**src/rtl/audio_event_arbiter.sv**
```systemverilog
// Priority scheduler of eat/hit/die sound events onto one APU: request edge -> pending (1 edge) -> trigger (1 edge).
// No backpressure: repeated requests coalesce into one pending bit; higher priority preempts the active sound.
module audio_event_arbiter #(
    parameter logic [7:0] EAT_FRAMES = 8'd8,
    parameter logic [7:0] HIT_FRAMES = 8'd12,
    parameter logic [7:0] DIE_FRAMES = 8'd30,
    parameter logic [7:0] GAP_FRAMES = 8'd2
) (
    input  logic       clk,
    input  logic       rst_n,
    input  logic       frame_end,
    input  logic       req_eat,
    input  logic       req_hit,
    input  logic       req_die,
    input  logic       mute,
    output logic       saw_trigger,
    output logic       square_trigger,
    output logic       noise_trigger,
    output logic [1:0] active_sound,
    output logic [2:0] pending,
    output logic       busy
);

    typedef enum logic [1:0] {
        S_IDLE = 2'd0,
        S_PLAY = 2'd1,
        S_GAP  = 2'd2
    } state_t;

    // A zero duration would never end cleanly, so it plays as one frame.
    localparam logic [7:0] EAT_LEN = (EAT_FRAMES == 8'd0) ? 8'd1 : EAT_FRAMES;
    localparam logic [7:0] HIT_LEN = (HIT_FRAMES == 8'd0) ? 8'd1 : HIT_FRAMES;
    localparam logic [7:0] DIE_LEN = (DIE_FRAMES == 8'd0) ? 8'd1 : DIE_FRAMES;

    state_t     state_q, state_d;
    logic [2:0] req_q;
    logic [2:0] pending_q, pending_d;
    logic [7:0] dur_q, dur_d;
    logic [7:0] gap_q, gap_d;
    logic [1:0] sound_q, sound_d;
    logic [2:0] trig_q, trig_d;

    logic [2:0] req_vec;
    logic [2:0] edge_vec;
    logic [1:0] top_code;
    logic [2:0] top_mask;
    logic [7:0] top_len;
    logic       grant;

    assign req_vec  = {req_die, req_hit, req_eat};
    assign edge_vec = req_vec & ~req_q;

    // Sound codes double as priority ranks: die=3 > hit=2 > eat=1.
    always_comb begin
        top_code = 2'd0;
        top_mask = 3'b000;
        top_len  = 8'd1;
        if (pending_q[2]) begin
            top_code = 2'd3;
            top_mask = 3'b100;
            top_len  = DIE_LEN;
        end else if (pending_q[1]) begin
            top_code = 2'd2;
            top_mask = 3'b010;
            top_len  = HIT_LEN;
        end else if (pending_q[0]) begin
            top_code = 2'd1;
            top_mask = 3'b001;
            top_len  = EAT_LEN;
        end
    end

    always_comb begin
        state_d   = state_q;
        pending_d = pending_q | edge_vec;
        dur_d     = dur_q;
        gap_d     = gap_q;
        sound_d   = sound_q;
        trig_d    = trig_q;
        grant     = 1'b0;

        if (mute) begin
            state_d   = S_IDLE;
            pending_d = 3'b000;
            dur_d     = 8'd0;
            gap_d     = 8'd0;
            sound_d   = 2'd0;
            trig_d    = 3'b000;
        end else begin
            case (state_q)
                S_IDLE: begin
                    if (top_code != 2'd0) grant = 1'b1;
                end
                S_PLAY: begin
                    if (top_code > sound_q) begin
                        grant = 1'b1;
                    end else if (frame_end) begin
                        if (dur_q <= 8'd1) begin
                            trig_d  = 3'b000;
                            sound_d = 2'd0;
                            if (GAP_FRAMES == 8'd0) begin
                                state_d = S_IDLE;
                                gap_d   = 8'd0;
                            end else begin
                                state_d = S_GAP;
                                gap_d   = GAP_FRAMES;
                            end
                        end else begin
                            dur_d = dur_q - 8'd1;
                        end
                    end
                end
                S_GAP: begin
                    if (frame_end) begin
                        if (gap_q <= 8'd1) state_d = S_IDLE;
                        else               gap_d   = gap_q - 8'd1;
                    end
                end
                default: state_d = S_IDLE;
            endcase

            // A new edge in the grant cycle is a fresh request and stays pending.
            if (grant) begin
                state_d   = S_PLAY;
                pending_d = (pending_q & ~top_mask) | edge_vec;
                dur_d     = top_len;
                sound_d   = top_code;
                trig_d    = top_mask;
            end
        end
    end

    always_ff @(posedge clk or negedge rst_n) begin
        if (!rst_n) begin
            state_q   <= S_IDLE;
            req_q     <= 3'b000;
            pending_q <= 3'b000;
            dur_q     <= 8'd0;
            gap_q     <= 8'd0;
            sound_q   <= 2'd0;
            trig_q    <= 3'b000;
        end else begin
            state_q   <= state_d;
            req_q     <= req_vec;
            pending_q <= pending_d;
            dur_q     <= dur_d;
            gap_q     <= gap_d;
            sound_q   <= sound_d;
            trig_q    <= trig_d;
        end
    end

    assign saw_trigger    = trig_q[0];
    assign square_trigger = trig_q[1];
    assign noise_trigger  = trig_q[2];
    assign active_sound   = sound_q;
    assign pending        = pending_q;
    assign busy           = (state_q != S_IDLE);

endmodule

```
**config.mk**
```make
export PLATFORM = sky130hd
export DESIGN_NAME = audio_event_arbiter
export DESIGN_NICKNAME = d
export VERILOG_FILES = /design/src/rtl/audio_event_arbiter.sv
export SDC_FILE = /design/constraint.sdc
export NUM_CORES = 1
export LEC_CHECK = 0
export BUFFER_PORTS_ARGS = -buffer_cell sky130_fd_sc_hd__buf_2
export CAP_MARGIN = 20
export CORE_MARGIN = 5
export CORE_UTILIZATION = 55
export CTS_CLUSTER_SIZE = 8
export DETAILED_ROUTE_END_ITERATION = 10
export MAX_ROUTING_LAYER = met4
export PLACE_DENSITY = 0.75
export SLEW_MARGIN = 15
export SYNTH_ARGS = -nofsm -noshare
export SYNTH_HDL_FRONTEND = slang
export SYNTH_SLANG_ARGS = --single-unit
```
**constraint.sdc**
```tcl
create_clock -name clk -period 4.9 [get_ports clk]
set_input_delay 0.98 -clock clk [delete_from_list [all_inputs] [get_ports clk]]
set_output_delay 0.98 -clock clk [all_outputs]
set_load 0.01 [all_outputs]
```
==> metrics.txt <==
drt first-iter violations 36; Yosys reg bits 29; Skew-Pair Late Insertion Delay 330 ps; Setup crit start kind flip-flop; Worst-path clk slew 90 ps; n_diodes 0; Core Region 2780 um2; clock root buffer clkbuf_4; CTS Sinks 29; first-pass GRT wire length 6.02 mm; Critical Path RT 5130 ps; reg2reg end dur_q[3]; Detail Route Antenna Nets 0; Die H 64.0 um; FF-to-FF Start pending[2]; FF/Latch Area 726 um2; Util after Layout 63.9%; commonest non-fill, non-tap cells in the layout dfrtp_1, nor2_1, buf_2; final hold vios 0; fin crit period 2590 ps; top cells by area, synth dfrtp_1, xnor2_1, nor2_1; busiest grt layer met2; starting density of the core 57.7%; max-slew violations 0; synthesized cell area 1610 um2; Cell variety after synth 43; RSZ-0062 raised after global routing no; num rows 19; register area share after synthesis 45.2%; Worst Hold Depth 2; Detailed Route WL 3.32 mm; Worst Hold Path EP pending[1]; R2R depth 8; Rel. slew slack 56.5%; leakage 0.779 nW; worst hold slack 511 ps; r2r setup slk 2310 ps; share of the synthesized area in the top cell type 45.2%; Yosys top cell by area dfrtp_1; Syn Area/Cell 9.73 um2; DR vias/cell 6.00; status finished clean; Final Power 0.000780 W; Worst-Margin Slew 650 ps; clk_skew 6.50 ps; Wirelength per Cell 15.3 um; grt ovf 0; footprint of the multi-input gates 830 um2; Final GP Congestion 0.852; DR vias 1,296; initial antenna violation count 0; Worst Setup End Kind flip-flop; CP Class flip-flop to flip-flop; CTS tree yes; vias in the first global route 1,384; setup violators final 0; area delta synth->final 10.7%; IO Port Bufs 15; # DRC 0; die width 64.0 um; hold wc startpoint req_q[1]; Nets 197; largest net degree at the start of global routing 30; most common cell after layout, fill and taps aside dfrtp_1; TritonCTS Buffers 5; PD cells 439 nW/um2; met2 GRT Util 30.8%; total track usage 19.0%; Die Footprint 4100 um2; post_cts resized 0; Final TNS setup 0 ps; Worst VDD drop 0.000345 V; met3 GRT Util 5.08%; Max Cap Viol 0; Net Count, Synth 178; final setup margin 2310 ps; hpwl dp 2.41 mm; Post-Place Worst Slack 2420 ps; HP Class flip-flop to flip-flop; share of layout cells above drive strength 1 19.5%; Yosys warning count 0; clock buffer depth 2; cts hold-fix bufs 0; postcts setup bufs 0; crit path DAT 2820 ps; H-tree depth 2; final-layout fill cell count 227; IO Count 16; Cells after Synth 165; Pre-antenna DRT Iters 4; GRT met1 Usage 21.5%; FMAX 0.386 GHz; Final period util 52.9%; crit path max fanout 12
-- cell type report --
cell class                 count  area share [%]
inverter                      10            2.11
multi-input combinational    123            46.7
clock inverter                 1           0.282
tap                           31            2.18
clock buffer                   7            3.66
sequential                    29            40.8
timing repair buffer          15            4.23
-- critical path, cell delays in order (launching register included) --
cell      delay, ps
dfrtp_1         470
nor2_1          200
inv_1           130
ha_1            310
nor2b_1         170
o211ai_1        550
or2_2           360
nand2b_1        160
o32ai_1         150
-- sequential cells by signal, summed over array words and instances (netlist names) --
register / flops
dur_q: 8
gap_q: 8
pending: 3
req_q: 3
trig_q: 3
active_sound: 2
state_q: 2
-- per-stage QoR --
step	cell area [um2]	instances
floorplan	1610	165
global placement	1710	208
detailed placement	1710	208
CTS	1780	216
global route	1780	216
finish	1780	216
-- Yosys cell counts (all sizes together) --
| master | instances |
|---|---|
| inv | 10 |
| o22ai | 2 |
| a211o | 1 |
| or2 | 2 |
| o32ai | 1 |
| nand2b | 6 |
| xor2 | 1 |
| o211ai | 1 |
| o311ai | 1 |
| nand3 | 9 |
| nor2b | 2 |
| buf | 1 |
| o41ai | 2 |
| a211oi | 2 |
| a21oi | 12 |
| nand2 | 9 |
| o21ai | 4 |
| and3b | 1 |
| o31ai | 1 |
| a31oi | 1 |
| o21bai | 1 |
| clkbuf | 2 |
| nor2 | 22 |
| dfrtp | 29 |
| nor3 | 6 |
| ha | 6 |
| or3 | 4 |
| nor4 | 7 |
| o21a | 1 |
| nand4b | 1 |
| nor4b | 1 |
| xnor2 | 10 |
| a311oi | 1 |
| or4 | 5 |
-- kinds of logic after synthesis --
kind of cell	Yosys count	share of synthesized area, %
flip-flops	29	45.2
XOR/XNOR	11	6.00
AO/OA/AOI/OAI	31	14.2
adder cells (fa/ha/maj)	6	4.68
AND/OR/NAND/NOR	75	26.8
buffers and inverters	13	3.12
-- layer usage --
metal,vias up,part of all wire [%]
met5,-,0
met4,0,2.5
met3,9,4.3
met2,34,48
met1,621,45
li1,632,-
-- worst max-delay path by stage --
stage	end	slack (ps)	start	cells past startpoint
6_report	dur_q[3]	2310	pending[2]	8
5_1_grt	dur_q[3]	2140	pending[2]	8
4_1_cts	dur_q[3]	2370	pending[2]	8
3_5_place_dp	dur_q[3]	2420	pending[2]	8
3_3_place_gp	dur_q[3]	2580	pending[2]	8
2_1_floorplan	dur_q[4]	2710	pending[2]	9
-- power breakdown --
group	total, W	leakage [nW]	internal, W	switching, W
combinational	0.000302	0.347	0.000123	0.000180
clock	0.000167	0.0413	0.0000830	0.0000837
sequential	0.000311	0.391	0.000269	0.0000413
total	0.000780	0.779	0.000475	0.000305
Note: power is estimated with default switching activity, not from simulation.
